`src/rtl/mem_arb_pkg.sv`:
```
// Shared types and default sizes for the two-port memory arbiter.
package mem_arb_pkg;
  localparam int DEF_LATENCY = 20;
  localparam int DEF_AW      = 32;
  localparam int DEF_DW      = 32;

  typedef enum logic [1:0] {
    ST_IDLE   = 2'd0,
    ST_BUSY_I = 2'd1,
    ST_BUSY_D = 2'd2,
    ST_DONE   = 2'd3
  } arb_state_e;

  typedef enum logic {
    GRANT_I = 1'b0,
    GRANT_D = 1'b1
  } grant_e;
endpackage

```
`src/rtl/arb_lat_counter.sv`:
```
// Access timer: counts BUSY cycles and flags the final one (count == LATENCY-1).
module arb_lat_counter #(
  parameter int LATENCY = 20,
  parameter int CW      = $clog2(LATENCY + 1)
) (
  input  logic          clk,
  input  logic          reset,
  input  logic          clear_i,
  input  logic          enable_i,
  output logic [CW-1:0] count_o,
  output logic          tc_o
);
  logic [CW-1:0] count_q, count_d;

  always_comb begin
    count_d = count_q;
    if (clear_i)       count_d = '0;
    else if (enable_i) count_d = count_q + CW'(1);
  end

  always_ff @(posedge clk) begin
    if (!reset) count_q <= '0;
    else        count_q <= count_d;
  end

  assign count_o = count_q;
  assign tc_o    = (count_q == CW'(LATENCY - 1));
endmodule

```
`src/rtl/mem_arbiter.sv`:
```
// Arbitrates instruction-fetch and data-side requests onto one fixed-latency memory port.
// Handshake: a requester holds its request until its ready pulses (one cycle, in DONE); inputs are sampled only at grant.
module mem_arbiter
  import mem_arb_pkg::*;
#(
  parameter int LATENCY = DEF_LATENCY,
  parameter int AW      = DEF_AW,
  parameter int DW      = DEF_DW
) (
  input  logic          clk,
  input  logic          reset,
  input  logic          ireq,
  input  logic [AW-1:0] iaddr,
  output logic [DW-1:0] irdata,
  output logic          iready,
  input  logic          dread,
  input  logic          dwrite,
  input  logic [AW-1:0] daddr,
  input  logic [DW-1:0] dwdata,
  output logic [DW-1:0] drdata,
  output logic          dready,
  output logic          mem_en,
  output logic          mem_we,
  output logic [AW-1:0] mem_addr,
  output logic [DW-1:0] mem_wdata,
  input  logic [DW-1:0] mem_rdata,
  output arb_state_e    state_o
);
  localparam int CW = $clog2(LATENCY + 1);
  localparam logic [CW-1:0] PRE_TC = (LATENCY > 1) ? CW'(LATENCY - 2) : '0;

  arb_state_e    state_q;
  grant_e        grant_q, last_grant_q, pick_d;
  logic          is_write_q, iready_q, dready_q, mem_en_q, mem_we_q;
  logic [AW-1:0] addr_q;
  logic [DW-1:0] wdata_q, irdata_q, drdata_q;
  logic [CW-1:0] cnt;
  logic          tc, dreq, contend, grant_now, busy, pre_tc;

  assign dreq      = dread | dwrite;
  assign contend   = ireq & dreq;
  assign grant_now = (state_q == ST_IDLE) && (ireq || dreq);
  assign busy      = (state_q == ST_BUSY_I) || (state_q == ST_BUSY_D);
  assign pre_tc    = (LATENCY > 1) && (cnt == PRE_TC);

  // Round-robin only moves on contention, so a lone grant never shifts fairness.
  always_comb begin
    pick_d = GRANT_I;
    if (contend)   pick_d = (last_grant_q == GRANT_I) ? GRANT_D : GRANT_I;
    else if (dreq) pick_d = GRANT_D;
  end

  arb_lat_counter #(.LATENCY(LATENCY), .CW(CW)) u_timer (
    .clk      (clk),
    .reset    (reset),
    .clear_i  (grant_now),
    .enable_i (busy),
    .count_o  (cnt),
    .tc_o     (tc)
  );

  always_ff @(posedge clk) begin
    if (!reset) begin
      state_q      <= ST_IDLE;
      grant_q      <= GRANT_I;
      last_grant_q <= GRANT_I;
      is_write_q   <= 1'b0;
      addr_q       <= '0;
      wdata_q      <= '0;
      irdata_q     <= '0;
      drdata_q     <= '0;
      iready_q     <= 1'b0;
      dready_q     <= 1'b0;
      mem_en_q     <= 1'b0;
      mem_we_q     <= 1'b0;
    end else begin
      iready_q <= 1'b0;
      dready_q <= 1'b0;
      case (state_q)
        ST_IDLE: begin
          if (grant_now) begin
            grant_q  <= pick_d;
            mem_en_q <= 1'b1;
            if (contend) last_grant_q <= pick_d;
            if (pick_d == GRANT_D) begin
              addr_q     <= daddr;
              wdata_q    <= dwdata;
              is_write_q <= dwrite;
              mem_we_q   <= (LATENCY == 1) && dwrite;
              state_q    <= ST_BUSY_D;
            end else begin
              addr_q     <= iaddr;
              wdata_q    <= '0;
              is_write_q <= 1'b0;
              mem_we_q   <= 1'b0;
              state_q    <= ST_BUSY_I;
            end
          end
        end
        ST_BUSY_I, ST_BUSY_D: begin
          // mem_we is registered, so it is armed one cycle ahead of the final access cycle.
          if (tc) begin
            mem_en_q <= 1'b0;
            mem_we_q <= 1'b0;
            if (!is_write_q) begin
              if (grant_q == GRANT_D) drdata_q <= mem_rdata;
              else                    irdata_q <= mem_rdata;
            end
            if (grant_q == GRANT_D) dready_q <= 1'b1;
            else                    iready_q <= 1'b1;
            state_q <= ST_DONE;
          end else if (pre_tc) begin
            mem_we_q <= is_write_q;
          end
        end
        ST_DONE: state_q <= ST_IDLE;
        default: state_q <= ST_IDLE;
      endcase
    end
  end

  assign irdata    = irdata_q;
  assign drdata    = drdata_q;
  assign iready    = iready_q;
  assign dready    = dready_q;
  assign mem_en    = mem_en_q;
  assign mem_we    = mem_we_q;
  assign mem_addr  = addr_q;
  assign mem_wdata = wdata_q;
  assign state_o   = state_q;
endmodule

```
`config.mk`:
```
export PLATFORM = sky130hd
export DESIGN_NAME = mem_arbiter
export DESIGN_NICKNAME = d
export VERILOG_FILES = /design/src/rtl/mem_arb_pkg.sv /design/src/rtl/arb_lat_counter.sv /design/src/rtl/mem_arbiter.sv
export SDC_FILE = /design/constraint.sdc
export NUM_CORES = 1
export LEC_CHECK = 0
export CAP_MARGIN = 20
export CORE_AREA = 5 5 108 161
export DETAILED_ROUTE_END_ITERATION = 6
export DIE_AREA = 0 0 113 166
export PLACE_DENSITY = 0.8
export RECOVER_POWER = 100
export SYNTH_ARGS = -nofsm -noshare
export SYNTH_HDL_FRONTEND = slang
export SYNTH_SLANG_ARGS = --single-unit
```
`constraint.sdc`:
```
create_clock -name clk -period 5.1 [get_ports clk]
set_input_delay 1.02 -clock clk [delete_from_list [all_inputs] [get_ports clk]]
set_output_delay 1.02 -clock clk [all_outputs]
set_load 0.005 [all_outputs]
```
==> results.md <==
- Global-route wire length before repair: roughly 25000 um
- Layout overhead on the synthesized area: 61.53%
- Unique cell type count in the Yosys netlist: 34
- Critical Path Most Common Cell: sky130_fd_sc_hd__clkbuf_1
- Ratio of cells with drive above 1 in the final layout: 5.636%
- Top area cells in the synthesized netlist: sky130_fd_sc_hd__dfxtp_1 53%, sky130_fd_sc_hd__mux2i_1 18%, sky130_fd_sc_hd__nand2_1 7.0%, sky130_fd_sc_hd__o2bb2ai_1 5.5%, sky130_fd_sc_hd__a22o_1 5.3%
- Post-CTS Setup Inserts: 0
- Transition time at the pin with the least slew margin: ~2.5 ns
- DRC viols: 0
- Unrepaired setup endpoints after global routing: no
- Number of iterations in the first detailed-routing pass: 4
- Final-stage net count: 886
- Max FO, Critical Path: a little over 80
- Total chip power: around 3.4 mW
- Final cell count without fillers: a little under 1000
- CTS tree: built
- Share of the clock period used by the worst path: between 70% and 80%
- Routed Antenna Nets: 0
- Hold Vio Cnt, Final: 0
- Violations in the final reports: capacitance limit, slew limit
- Clock network latency to the later pin of the worst-skew pair: roughly 0.42 ns
- Worst min-delay path startpoint: irdata[29]
- CP Data Arrival Time: 3.97 ns
- Worst R2R Start: state_o[1]
- Nature of the critical path startpoint: input pin
- Count leader, synth: sky130_fd_sc_hd__dfxtp_1
- Count of flip-flops with a built-in enable after synthesis: 0
- Port Buf Inserts: 266
- Post-route minimum period: between 3 and 4 ns
- Critical setup path kind: input pin to flip-flop
- Gr ovfl total: 0
- Netlist area before placement: roughly 0.0054 mm^2
- Area fraction of the dominant cell type after synthesis: a little over half
- Filler cell count in the final layout: around 1400
- Area taken by multi-input logic gates: about 0.0023 mm^2
- Share of synthesized area occupied by flip-flops and latches: between 50 and 60%
- DR vias: around 4600
- LEAKAGE: approximately 4.1 nW
- Count of yosys warnings during synthesis: 0
- Avg Synthesized Cell Area: roughly 11 um^2
- Largest net degree at the start of global routing: 84
- Proportion of synthesized flip-flops having asynchronous set or reset: 0%
- CTS H-tree depth: 4
- Die Width: between 100 and 150 um
- Final routed wire length divided by cell count: ~16 um
- Type of the worst min-delay path: flip-flop to flip-flop
- Die ar.: 0.01876 mm^2
- Source of the critical timing path: reset
- GRT Overall Usage: 16.27%
- Register cell area after layout: 0.002843 mm^2
- Pwr per Cell Area: between 300 and 400 mW/mm^2
- Slew margin rel.: -64.88%
- Clock skew after layout: between 0.01 and 0.015 ns
- Antenna diode count: 0
- Number of instances in the placed design: ~940
- Crit path max-delay cell type: sky130_fd_sc_hd__clkbuf_1
- Worst setup timing slack at the placement stage: 1.675 ns
- Post-Synthesis Cells: 495
- Setup ws final: roughly 1.4 ns
- CTS-repair resized insts: 0
- Core footprint: 0.01590 mm^2
- Endpoint type of the worst setup path: flip-flop
- Clk Tree Root Cell: sky130_fd_sc_hd__clkbuf_16
- Required time reported for the critical path endpoint: roughly 5.4 ns
- Maximum clock frequency: between 200 and 300 MHz
- Yosys reg bits: ~140
- Largest incremental delay on the critical path: a little over 0.8 ns
- Number of global-route vias before repair: around 4800
- Result of the run: finished with violations
- MaxCap Viol Count: 3
- WL final: about 15000 um
- Maximum clock path buffer count: 2
- Post-route setup TNS: 0 ns
- Cell family with most CP delay: buffers and inverters
- Detailed router's first-iteration violation count: 242
- Final RePlAce weighted congestion: around 0.75
- Cell type with the highest aggregate area in the netlist: sky130_fd_sc_hd__dfxtp_1
- Number of CTS-inserted buffers: 17
- TritonCTS sink count: between 100 and 150
- Final setup vio count: 0
- Via/cell ratio: 4.753
- Antenna violations before repair: 0
- Post-detailed-placement half-perimeter wirelength: 11260 um
- Leading cell types by count after synthesis: 142 x sky130_fd_sc_hd__dfxtp_1, 101 x sky130_fd_sc_hd__nand2_1, 96 x sky130_fd_sc_hd__mux2i_1
- Starting density of the core: 34.03%
- Count of final max-slew check failures: 100
- Finished Core Util: a little over half
- IO Pins: around 270
- Max VDD drop: between 0.2 and 0.25 mV
- Net count of the mapped netlist: 631
- Overall die height: approximately 170 um
- Clock transition at path regs: about 0.060 ns
- Cts hold-fix bufs: 0
- Dominant register cell in the synthesized netlist: sky130_fd_sc_hd__dfxtp_1
- Crit path buffers/inverters: 3
- Number of rows created at floorplan: 57
- Cell chain of the critical path: clkbuf_1 > buf_4 > o311ai_0 > clkbuf_1 > o22ai_1
cell type report:
cell class,count,share of cell area [%]
inverter,4,0.1718
clock buffer,17,4.867
tap,206,2.949
timing repair buffer,274,31.09
clock inverter,15,2.161
multi-input combinational,311,26.24
sequential,142,32.52
path summary, 6_finish.rpt:
kind,end,slack [ns],cells after the start
max,mem_en,1.45,5
min,irdata[29],0.45,2
min reg2reg,irdata[29],0.45,2
max reg2reg,irdata[26],1.70,6
registers in the layout, indices dropped and copies added, names as in the netlist:
signal,flops
grant_q,1
mem_wdata,32
mem_en,1
drdata,32
state_o,2
dready,1
iready,1
irdata,32
u_timer.count_o,5
last_grant_q,1
mem_we,1
mem_addr,32
is_write_q,1
report_power, final:
part / internal [mW] / total, mW / switching [mW]
registers: 1.27 / 1.36 / 0.0908
logic: 0.431 / 0.763 / 0.332
clock network: 0.752 / 1.30 / 0.543
total: 2.45 / 3.42 / 0.966
through the flow:
stage	hold WS, ns	instance area [um^2]
floorplan	0.4235	5411
global placement	0.4446	8150
detailed placement	0.4456	8170
CTS	0.4605	8785
global route	0.4758	8741
finish	0.4539	8741
logic make-up (layout without fill, tap and decap cells):
family | Yosys count | count (layout) | share of synthesized area [%]
AOI/OAI and AO/OA | 81 | 81 | 12.79
DFF | 142 | 142 | 52.53
muxes | 96 | 96 | 17.76
buffers and inverters | 42 | 310 | 5.249
xor gates and xnor gates | 5 | 5 | 0.8094
and+or+nand+nor | 126 | 126 | 10.17
adders and majority gates | 3 | 3 | 0.6937
per-layer routing:
metal  wire length, um  track usage, %
met5                 0               0
met4               251           5.649
met3              1177           5.359
met2              7851           28.46
met1              6214           18.35
worst min-delay path: stages, from the launching register on:
cell	delay, ns
sky130_fd_sc_hd__dfxtp_1	0.31
sky130_fd_sc_hd__nand2_1	0.05
sky130_fd_sc_hd__mux2i_1	0.05
layout by cell type (no fill, tap or decap), drive strengths merged, types with 3 or more instances in the layout:
cell type      instances
clkdlybuf4s50        131
ha                     3
nand4                  5
dfxtp                142
buf                    5
nand2                101
nor2                   8
xor2                   3
inv                   16
dlygate4sd3          134
o2bb2ai               35
a22o                  33
clkbuf                21
mux2i                 96
and2                   4
(Power assumes the default switching activity.)
